--- config.mk ---
export PLATFORM = sky130hd
export DESIGN_NAME = demux_seq_driver
export DESIGN_NICKNAME = d
export VERILOG_FILES = /design/src/rtl/demux_seq_driver.sv
export SDC_FILE = /design/constraint.sdc
export NUM_CORES = 1
export LEC_CHECK = 0
export CELL_PAD_IN_SITES_DETAIL_PLACEMENT = 0
export CELL_PAD_IN_SITES_GLOBAL_PLACEMENT = 1
export CORE_MARGIN = 2
export CORE_UTILIZATION = 45
export DETAILED_ROUTE_END_ITERATION = 10
export GPL_ROUTABILITY_DRIVEN = 0
export PLACE_DENSITY = 0.76
export SLEW_MARGIN = 10
export SYNTH_ARGS = -nofsm -noshare
export SYNTH_HDL_FRONTEND = slang
export SYNTH_SLANG_ARGS = --single-unit
--- constraint.sdc ---
create_clock -name clk -period 2.8 [get_ports clk]
set_clock_uncertainty 0.05 [all_clocks]
set_input_delay 0.56 -clock clk [delete_from_list [all_inputs] [get_ports clk]]
set_output_delay 0.56 -clock clk [all_outputs]
set_load 0.01 [all_outputs]
--- src/rtl/demux_seq_driver.sv ---
// Break-before-make sequencer driving a 1-to-2^SEL_W demux tree.
// Optional sticky overflow flag: define DEMUX_SEQ_OVF_FLAG_EN.
module demux_seq_driver #(
  parameter int SEL_W       = 9,
  parameter int FIFO_DEPTH  = 4,
  parameter int HOLD_CYCLES = 2
) (
  input  logic             clk,
  input  logic             rst_n,
  input  logic             req_valid,
  output logic             req_ready,
  input  logic [SEL_W-1:0] req_sel,
  input  logic             req_data,
  input  logic             scan_start,
  input  logic             scan_data,
  output logic             dmx_in,
  output logic [SEL_W-1:0] dmx_sel,
  output logic             busy,
  output logic             done
`ifdef DEMUX_SEQ_OVF_FLAG_EN
  ,
  output logic             ovf_err
`endif
);

  localparam int AW = (FIFO_DEPTH > 1) ? $clog2(FIFO_DEPTH) : 1;
  localparam int CW = AW + 1;
  localparam int HW = (HOLD_CYCLES > 1) ? $clog2(HOLD_CYCLES) : 1;

  localparam logic [HW-1:0]    HOLD_INIT = HW'(HOLD_CYCLES - 1);
  localparam logic [SEL_W-1:0] SEL_MAX   = {SEL_W{1'b1}};
  localparam logic [CW-1:0]    CNT_FULL  = CW'(FIFO_DEPTH);

  typedef struct packed {
    logic [SEL_W-1:0] sel;
    logic             data;
  } ent_t;

  typedef enum logic [2:0] {
    IDLE,
    DRIVE,
    GAP,
    SCAN_DRIVE,
    SCAN_GAP
  } state_t;

  ent_t          mem_q [FIFO_DEPTH];
  logic [AW-1:0] wr_ptr_q, wr_ptr_d;
  logic [AW-1:0] rd_ptr_q, rd_ptr_d;
  logic [CW-1:0] cnt_q, cnt_d;

  state_t           state_q;
  logic [HW-1:0]    hold_q;
  logic             scan_q;
  logic             dmx_in_q;
  logic [SEL_W-1:0] dmx_sel_q;
  logic             done_q;

  logic full;
  logic empty;
  logic push;
  logic pop;
  ent_t head;

  assign full  = (cnt_q == CNT_FULL);
  assign empty = (cnt_q == '0);
  assign push  = req_valid && !full;
  // Scan start wins over a pending request in IDLE.
  assign pop   = (state_q == IDLE) && !scan_start && !empty;
  assign head  = mem_q[rd_ptr_q];

  assign req_ready = !full;
  assign dmx_in    = dmx_in_q;
  assign dmx_sel   = dmx_sel_q;
  assign busy      = (state_q != IDLE);
  assign done      = done_q;

  always_comb begin
    wr_ptr_d = wr_ptr_q;
    rd_ptr_d = rd_ptr_q;
    cnt_d    = cnt_q;
    if (push) wr_ptr_d = wr_ptr_q + AW'(1);
    if (pop)  rd_ptr_d = rd_ptr_q + AW'(1);
    unique case ({push, pop})
      2'b10:   cnt_d = cnt_q + CW'(1);
      2'b01:   cnt_d = cnt_q - CW'(1);
      default: cnt_d = cnt_q;
    endcase
  end

  always_ff @(posedge clk) begin
    if (push) mem_q[wr_ptr_q] <= '{sel: req_sel, data: req_data};
  end

  always_ff @(posedge clk) begin
    if (!rst_n) begin
      wr_ptr_q <= '0;
      rd_ptr_q <= '0;
      cnt_q    <= '0;
    end else begin
      wr_ptr_q <= wr_ptr_d;
      rd_ptr_q <= rd_ptr_d;
      cnt_q    <= cnt_d;
    end
  end

  always_ff @(posedge clk) begin
    if (!rst_n) begin
      state_q   <= IDLE;
      hold_q    <= '0;
      scan_q    <= 1'b0;
      dmx_in_q  <= 1'b0;
      dmx_sel_q <= '0;
      done_q    <= 1'b0;
    end else begin
      done_q <= 1'b0;
      unique case (state_q)
        IDLE: begin
          dmx_in_q <= 1'b0;
          if (scan_start) begin
            state_q   <= SCAN_DRIVE;
            scan_q    <= scan_data;
            dmx_sel_q <= '0;
            dmx_in_q  <= scan_data;
            hold_q    <= HOLD_INIT;
          end else if (pop) begin
            state_q   <= DRIVE;
            dmx_sel_q <= head.sel;
            dmx_in_q  <= head.data;
            hold_q    <= HOLD_INIT;
          end
        end
        DRIVE: begin
          if (hold_q == '0) begin
            state_q  <= GAP;
            dmx_in_q <= 1'b0;
            done_q   <= 1'b1;
          end else begin
            hold_q <= hold_q - HW'(1);
          end
        end
        GAP: begin
          state_q <= IDLE;
        end
        SCAN_DRIVE: begin
          if (hold_q == '0) begin
            state_q  <= SCAN_GAP;
            dmx_in_q <= 1'b0;
            done_q   <= (dmx_sel_q == SEL_MAX);
          end else begin
            hold_q <= hold_q - HW'(1);
          end
        end
        SCAN_GAP: begin
          if (dmx_sel_q == SEL_MAX) begin
            state_q <= IDLE;
          end else begin
            state_q   <= SCAN_DRIVE;
            dmx_sel_q <= dmx_sel_q + SEL_W'(1);
            dmx_in_q  <= scan_q;
            hold_q    <= HOLD_INIT;
          end
        end
        default: begin
          state_q  <= IDLE;
          dmx_in_q <= 1'b0;
        end
      endcase
    end
  end

`ifdef DEMUX_SEQ_OVF_FLAG_EN
  logic ovf_q;

  assign ovf_err = ovf_q;

  always_ff @(posedge clk) begin
    if (!rst_n) begin
      ovf_q <= 1'b0;
    end else if (req_valid && full) begin
      ovf_q <= 1'b1;
    end
  end
`endif

endmodule

==> results of run 1 <==
-- synthesized netlist by cell type, types with 2 or more instances --
cell type	n
a21boi_0	5
a21oi_1	9
a221oi_1	5
and2_1	9
and3_1	5
buf_2	3
buf_4	2
clkbuf_1	2
dfxtp_1	25
edfxtp_1	40
ha_1	7
inv_1	10
mux4_2	10
nand2_1	7
nand2b_1	2
nand3_1	4
nor2_1	6
nor2b_1	2
nor3_1	5
nor3_4	2
o21a_1	4
o21ai_0	15
o22ai_1	3
xnor2_1	4
xor2_1	4
-- critical path, delay by kind of cell (launching register included) --
family / cells / cell delay (ns)
and+or+nand+nor: 3 / 0.98
adders and majority gates: 2 / 0.55
DFF: 1 / 0.36
xor gates and xnor gates: 1 / 0.16
AOI/OAI and AO/OA: 1 / 0.15
buffers and inverters: 2 / 0.14
-- per-stage QoR --
stage               utilization [%]  hold slack [ns]  cell area (µm²)  std cells
floorplan                         -           0.4259             2853        210
global placement              51.62           0.4225             3222        312
detailed placement            51.62           0.4260             3222        312
CTS                           54.75           0.4400             3417        328
global route                  54.75           0.4925             3417        328
finish                        54.75           0.4305             3417        328
-- cell type report --
cell class	instances	area, µm²
Fill cell	564	2824
Tap cell	77	96.34
Sequential cell	65	1702
Inverter	11	41.29
Clock inverter	7	71.32
Multi-Input combinational cell	126	1067
Timing Repair Buffer	33	315.3
Clock buffer	9	123.9
-- final timing paths --
path                   end  slack (ns)  cells after the start
setup / recovery  cnt_q[2]        0.35                      9
hold / removal      dmx_in        0.43                      2
setup reg to reg  cnt_q[2]        0.35                      9
hold reg to reg     dmx_in        0.43                      2
-- cell families after synthesis --
logic type | count (synthesis) | synth area share (%)
multiplexers | 11 | 8.246
adder cells (fa/ha/maj) | 8 | 3.772
buffers and inverters | 19 | 2.938
XOR/XNOR | 8 | 2.456
AO/OA/AOI/OAI | 49 | 12.02
flip-flops | 65 | 59.65
AND/OR/NAND/NOR | 50 | 10.92
-- metal layers --
layer,vias up,track usage (%),part of all wire [%]
met4,0,6.598,1.3
met1,858,21.00,45
met2,34,25.89,50
li1,870,-,-
met3,5,4.946,3.8
met5,-,0,0
-- registers in the layout, indices dropped and copies added (netlist names), named ones only --
register / count
rd_ptr_q: 2
state_q: 3
wr_ptr_q: 2
mem_q: 40
dmx_in: 1
dmx_sel: 9
done: 1
cnt_q: 3
scan_q: 1
hold_q: 1
-- power groups by stage --
stage / sequential [mW] / clock, mW / combinational, mW
after CTS: 1.36 / 0.800 / 1.01
after detailed placement: 1.38 / 0 / 1.00
after global routing: 1.38 / 0.847 / 1.12
after floorplan: 1.32 / 0 / 0.727
after global placement: 1.37 / 0 / 1.00
final: 1.35 / 0.777 / 0.998
==> out/summary.txt, run 1 <==
HP Start - dmx_in
Vias in the first global route - 1,788
CP max FO - 6
Post-synth top area share - 42.11%
Drt first pass iters - 4
Worst-path clk slew - 0.07 ns
Max stage delay on crit path - 0.46 ns
RSZ-0062 raised after global routing - no
Final Hold Viols - 0
Critical Path RT - 3.01 ns
Gate power share - 31.9%
Leakage Power - 1.181 nW
Worst EP arrival - 2.66 ns
Total Wirelength - 5.199 mm
Avg WL per Cell - 15.85 µm
Ys async rst share - 0%
Slew Limit Headroom - 55.87%
Initial antenna violation count - 0
Average cell area after synthesis - 13.58 µm²
Tot GR Track Use - 16.32%
Sequential power share - 43.2%
I/O Pins - 28
Final Max Tran Viols - 0
Setup Crit Path Kind - reg -> reg
Die height - 83.62 µm
Fin worst setup slack - 0.3478 ns
Post-CTS setup repair buffer count - 0
Die Wd - 83.62 µm
Post-Syn Area - 0.002853 mm²
Commonest cells after routing, fill and taps aside - 40 x edfxtp_1, 27 x clkdlybuf4s50_1, 25 x dfxtp_1
Largest net degree at the start of global routing - 18
Antenna-violating nets left - 0
Root Driver - clkbuf_8
CP endpoint kind - register
CTS Buffer Depth - 2
Final net count - 269
Crit path from - cnt_q[0]
Final min period - 2.452 ns
Area grow syn2layout - 19.78%
DP Worst Slack - 0.1664 ns
Via-per-instance ratio - 5.387
Reg2reg start - cnt_q[0]
Post-synth EDFFs - 40
First-pass GRT wire length - 8.694 mm
Antenna Cells - 0
CTS Hold Bufs - 0
Top_reg_cell synth - edfxtp_1
Vias - 1,767
Post-Synthesis Cells - 210
Setup TNS - 0 ns
Synthesized Nets - 233
FF+latch count, synth - 65
Switching share of power - 32.63%
TritonCTS clock tree - built
Core Area - 0.006241 mm²
CTS sink count - 65
Yosys warns - 0
Hold Path Class - reg -> reg
Sequential area share after synthesis - 59.65%
Power Total - 3.127 mW
Top cells by area, synth - edfxtp_1 42%, dfxtp_1 18%, mux4_2 7.9%
Initial Utilization - 45.71%
Most area-hungry cell type in the Yosys netlist - edfxtp_1
Slew @ Worst Pin - 0.6610 ns
Max Fclk - 0.4078 GHz
Die area - 0.006992 mm²
Clock power share - 24.8%
Status - completed
Layout cells sized above 1 - 16.73%
Library cells used by synthesis - 45
Cts repair resizes - 0
Max VDD drop - 0.0004650 V
H-tree depth - 3
Critical path, cell by cell - or3b_1, and2_1, inv_1, ha_1, inv_1, fa_1, xor2_1, or3_1, a21boi_0
CP startpoint kind - register
Hpwl dp - 3.570 mm
Clock latency on the worst-skew pair - 0.33 ns
Max_cap viols - 0
Initial drt markers - 94
Top cell by count, worst path - inv_1
Grt total ovfl - 0
Final critical-path share of the clock period - 87.58%
Worst path slowest cell - or3b_1
Endpoints failing setup - 0
TritonCTS Buffers - 9
Core Rows - 29
Commonest non-fill, non-tap cell in the layout - edfxtp_1
Port bufs - 27
Switching pwr - 1.020 mW
# DRC - 0
Internal Power - 2.107 mW
Power Dens Cells - 915.2 mW/mm²
(Power assumes the default switching activity.)
==> run 2: changes to the inputs <==
--- a/config.mk
+++ b/config.mk
@@ -11,8 +11,9 @@
 export CORE_UTILIZATION = 45
 export DETAILED_ROUTE_END_ITERATION = 10
 export GPL_ROUTABILITY_DRIVEN = 0
+export GPL_TIMING_DRIVEN = 0
 export PLACE_DENSITY = 0.76
-export SLEW_MARGIN = 10
+export SLEW_MARGIN = 20
 export SYNTH_ARGS = -nofsm -noshare
 export SYNTH_HDL_FRONTEND = slang
 export SYNTH_SLANG_ARGS = --single-unit
==> run 2 against run 1 <==
  * Die area did not move
  * Sequential cell count did not move
  * Power up 2.1%
  * Fmax is 3.6% lower
  * Global-route usage is 0.61 points higher
  * Combinational power rose by 4%
  * Sequential share of layout area decreased by 0.18 points
  * Design area up 0.37%
  * Register-to-register slack worse by 0.04 ns
  * Highest routed layer unchanged
==> out/summary.txt, run 2 (synthesis gave the netlist of run 1 again) <==
Status - completed
Commonest cells after routing, fill and taps aside - 40 x edfxtp_1, 27 x clkdlybuf4s50_1, 25 x dfxtp_1
Initial antenna violation count - 0
I/O Pins - 28
Core Rows - 29
Post-placement cell count - 314
Switching share of power - 33.52%
Crit path from - scan_start
Critical Path RT - 3.03 ns
Critical path, cell by cell - clkdlybuf4s50_1, nor3_4, ha_1, inv_1, fa_1, xor2_1, or3_1, a21boi_0
Commonest non-fill, non-tap cell in the layout - edfxtp_1
Max VDD drop - 0.0004356 V
Worst-path clk slew - 0.08 ns
Slew Limit Headroom - 63.58%
# DRC - 0
End of the worst register-to-register path - cnt_q[2]
Reg2reg start - cnt_q[0]
Die Wd - 83.62 µm
Final core utilization - 54.95%
Worst path slowest cell - clkdlybuf4s50_1
Clock power share - 26.4%
Gate power share - 32.7%
Cts repair resizes - 0
Clock latency on the worst-skew pair - 0.35 ns
Max stage delay on crit path - 0.60 ns
Worst EP arrival - 2.77 ns
Initial drt markers - 124
Sequential power share - 40.9%
Core Area - 0.006241 mm²
TritonCTS Buffers - 9
Setup Crit Path Kind - in -> reg
Grt total ovfl - 0
First-pass GRT wire length - 8.956 mm
R2r setup slk - 0.31 ns
CP endpoint kind - register
Power Total - 3.194 mW
Vias in the first global route - 1,800
Critical Path Sink - cnt_q[2]
Slew @ Worst Pin - 0.5443 ns
Die height - 83.62 µm
Endpoints failing setup - 0
Total Wirelength - 5.353 mm
Final Max Tran Viols - 0
Power Dens Cells - 931.2 mW/mm²
Port bufs - 27
Non-Filler Instances - 330
Internal Power - 2.123 mW
Area grow syn2layout - 20.22%
RSZ-0062 raised after global routing - no
Largest net degree at the start of global routing - 15
Antenna-violating nets left - 0
Setup TNS - 0 ns
Hpwl dp - 3.636 mm
Initial Utilization - 45.71%
CP max FO - 8
CP startpoint kind - primary input
CTS Hold Bufs - 0
Root Driver - clkbuf_8
Final critical-path share of the clock period - 90.83%
Switching pwr - 1.071 mW
CTS sink count - 65
Hold Path Class - reg -> reg
Final Hold Viols - 0
Layout cells sized above 1 - 17.00%
CTS Buffer Depth - 2
Number of flip-flops in the largest register - 40
Vias - 1,792
Final min period - 2.543 ns
Avg WL per Cell - 16.22 µm
Antenna Cells - 0
Final net count - 271
Register with the most flip-flops - mem_q
H-tree depth - 3
Drt first pass iters - 4
Reg2reg path depth - 9
Via-per-instance ratio - 5.430
Tot GR Track Use - 16.92%
Post-CTS setup repair buffer count - 0
Max Fclk - 0.3932 GHz
Die area - 0.006992 mm²
Leakage Power - 1.195 nW
Max_cap viols - 0
TritonCTS clock tree - built
==> run 2: cell types whose count changed in the layout (fill, tap and decap cells not counted), moves of 2 or more <==
cell and delta:
buf_2 +3, inv_8 +2, buf_4 -4, inv_6 +2, clkbuf_1 +2
==> run 2: power groups by stage <==
stage          combinational [mW]  sequential, mW  clock [mW]
2_1_floorplan               0.727            1.32           0
3_3_place_gp                 1.04            1.32           0
3_5_place_dp                 1.05            1.33           0
4_1_cts                      1.06            1.31       0.865
5_1_grt                      1.17            1.33       0.908
6_report                     1.04            1.31       0.843
==> run 2: area by class of cell <==
type                    count  area [µm²]
inverters                  11       41.29
flip-flops and latches     65        1702
fillers                   540        2811
well taps                  77       96.34
clock buffers               9       123.9
plain buffers               8       42.54
repair buffers             27       270.3
clock inverters             7       86.33
multi-input cells         126        1067
==> run 2: how the worst min path moves through the flow <==
| stage | slack [ns] | depth (start not counted) | end | from |
|---|---|---|---|---|
| 2_1_floorplan | 0.43 | 2 | scan_q | scan_q |
| 3_3_place_gp | 0.42 | 2 | dmx_in | dmx_in |
| 3_5_place_dp | 0.43 | 2 | dmx_in | dmx_in |
| 4_1_cts | 0.44 | 2 | dmx_in | dmx_in |
| 5_1_grt | 0.47 | 2 | dmx_in | dmx_in |
| 6_report | 0.43 | 2 | dmx_in | dmx_in |
==> run 2: per-layer routing <==
metal	global-route usage (%)	wire length (µm)
met1	20.97	2446
met2	27.85	2610
met3	3.956	173
met4	8.358	122
met5	0	0
==> run 2: through the flow <==
stage	setup slack, ns	cell area (µm²)	hold slack (ns)
after CTS	0.2662	3430	0.4415
final	0.2568	3430	0.4345
after global routing	0.1095	3430	0.4694
after detailed placement	-0.09585	3219	0.4278
after global placement	-0.07335	3219	0.4200
after floorplan	0.4350	2853	0.4259
==> run 2: critical path: cells and delay by family <==
family	cells	cell delay, ns
buffers and inverters	2	0.66
and+or+nand+nor	2	0.64
adders and majority gates	2	0.59
xor gates and xnor gates	1	0.16
AOI/OAI and AO/OA	1	0.15
==> run 3: changes to the inputs <==
--- a/config.mk
+++ b/config.mk
@@ -13,7 +13,7 @@
 export GPL_ROUTABILITY_DRIVEN = 0
 export GPL_TIMING_DRIVEN = 0
 export PLACE_DENSITY = 0.76
-export SLEW_MARGIN = 20
+export SLEW_MARGIN = 10
 export SYNTH_ARGS = -nofsm -noshare
 export SYNTH_HDL_FRONTEND = slang
 export SYNTH_SLANG_ARGS = --single-unit
==> results of run 3 <==
Same layout as run 2: the final DEF is identical, and so are final timing and power.
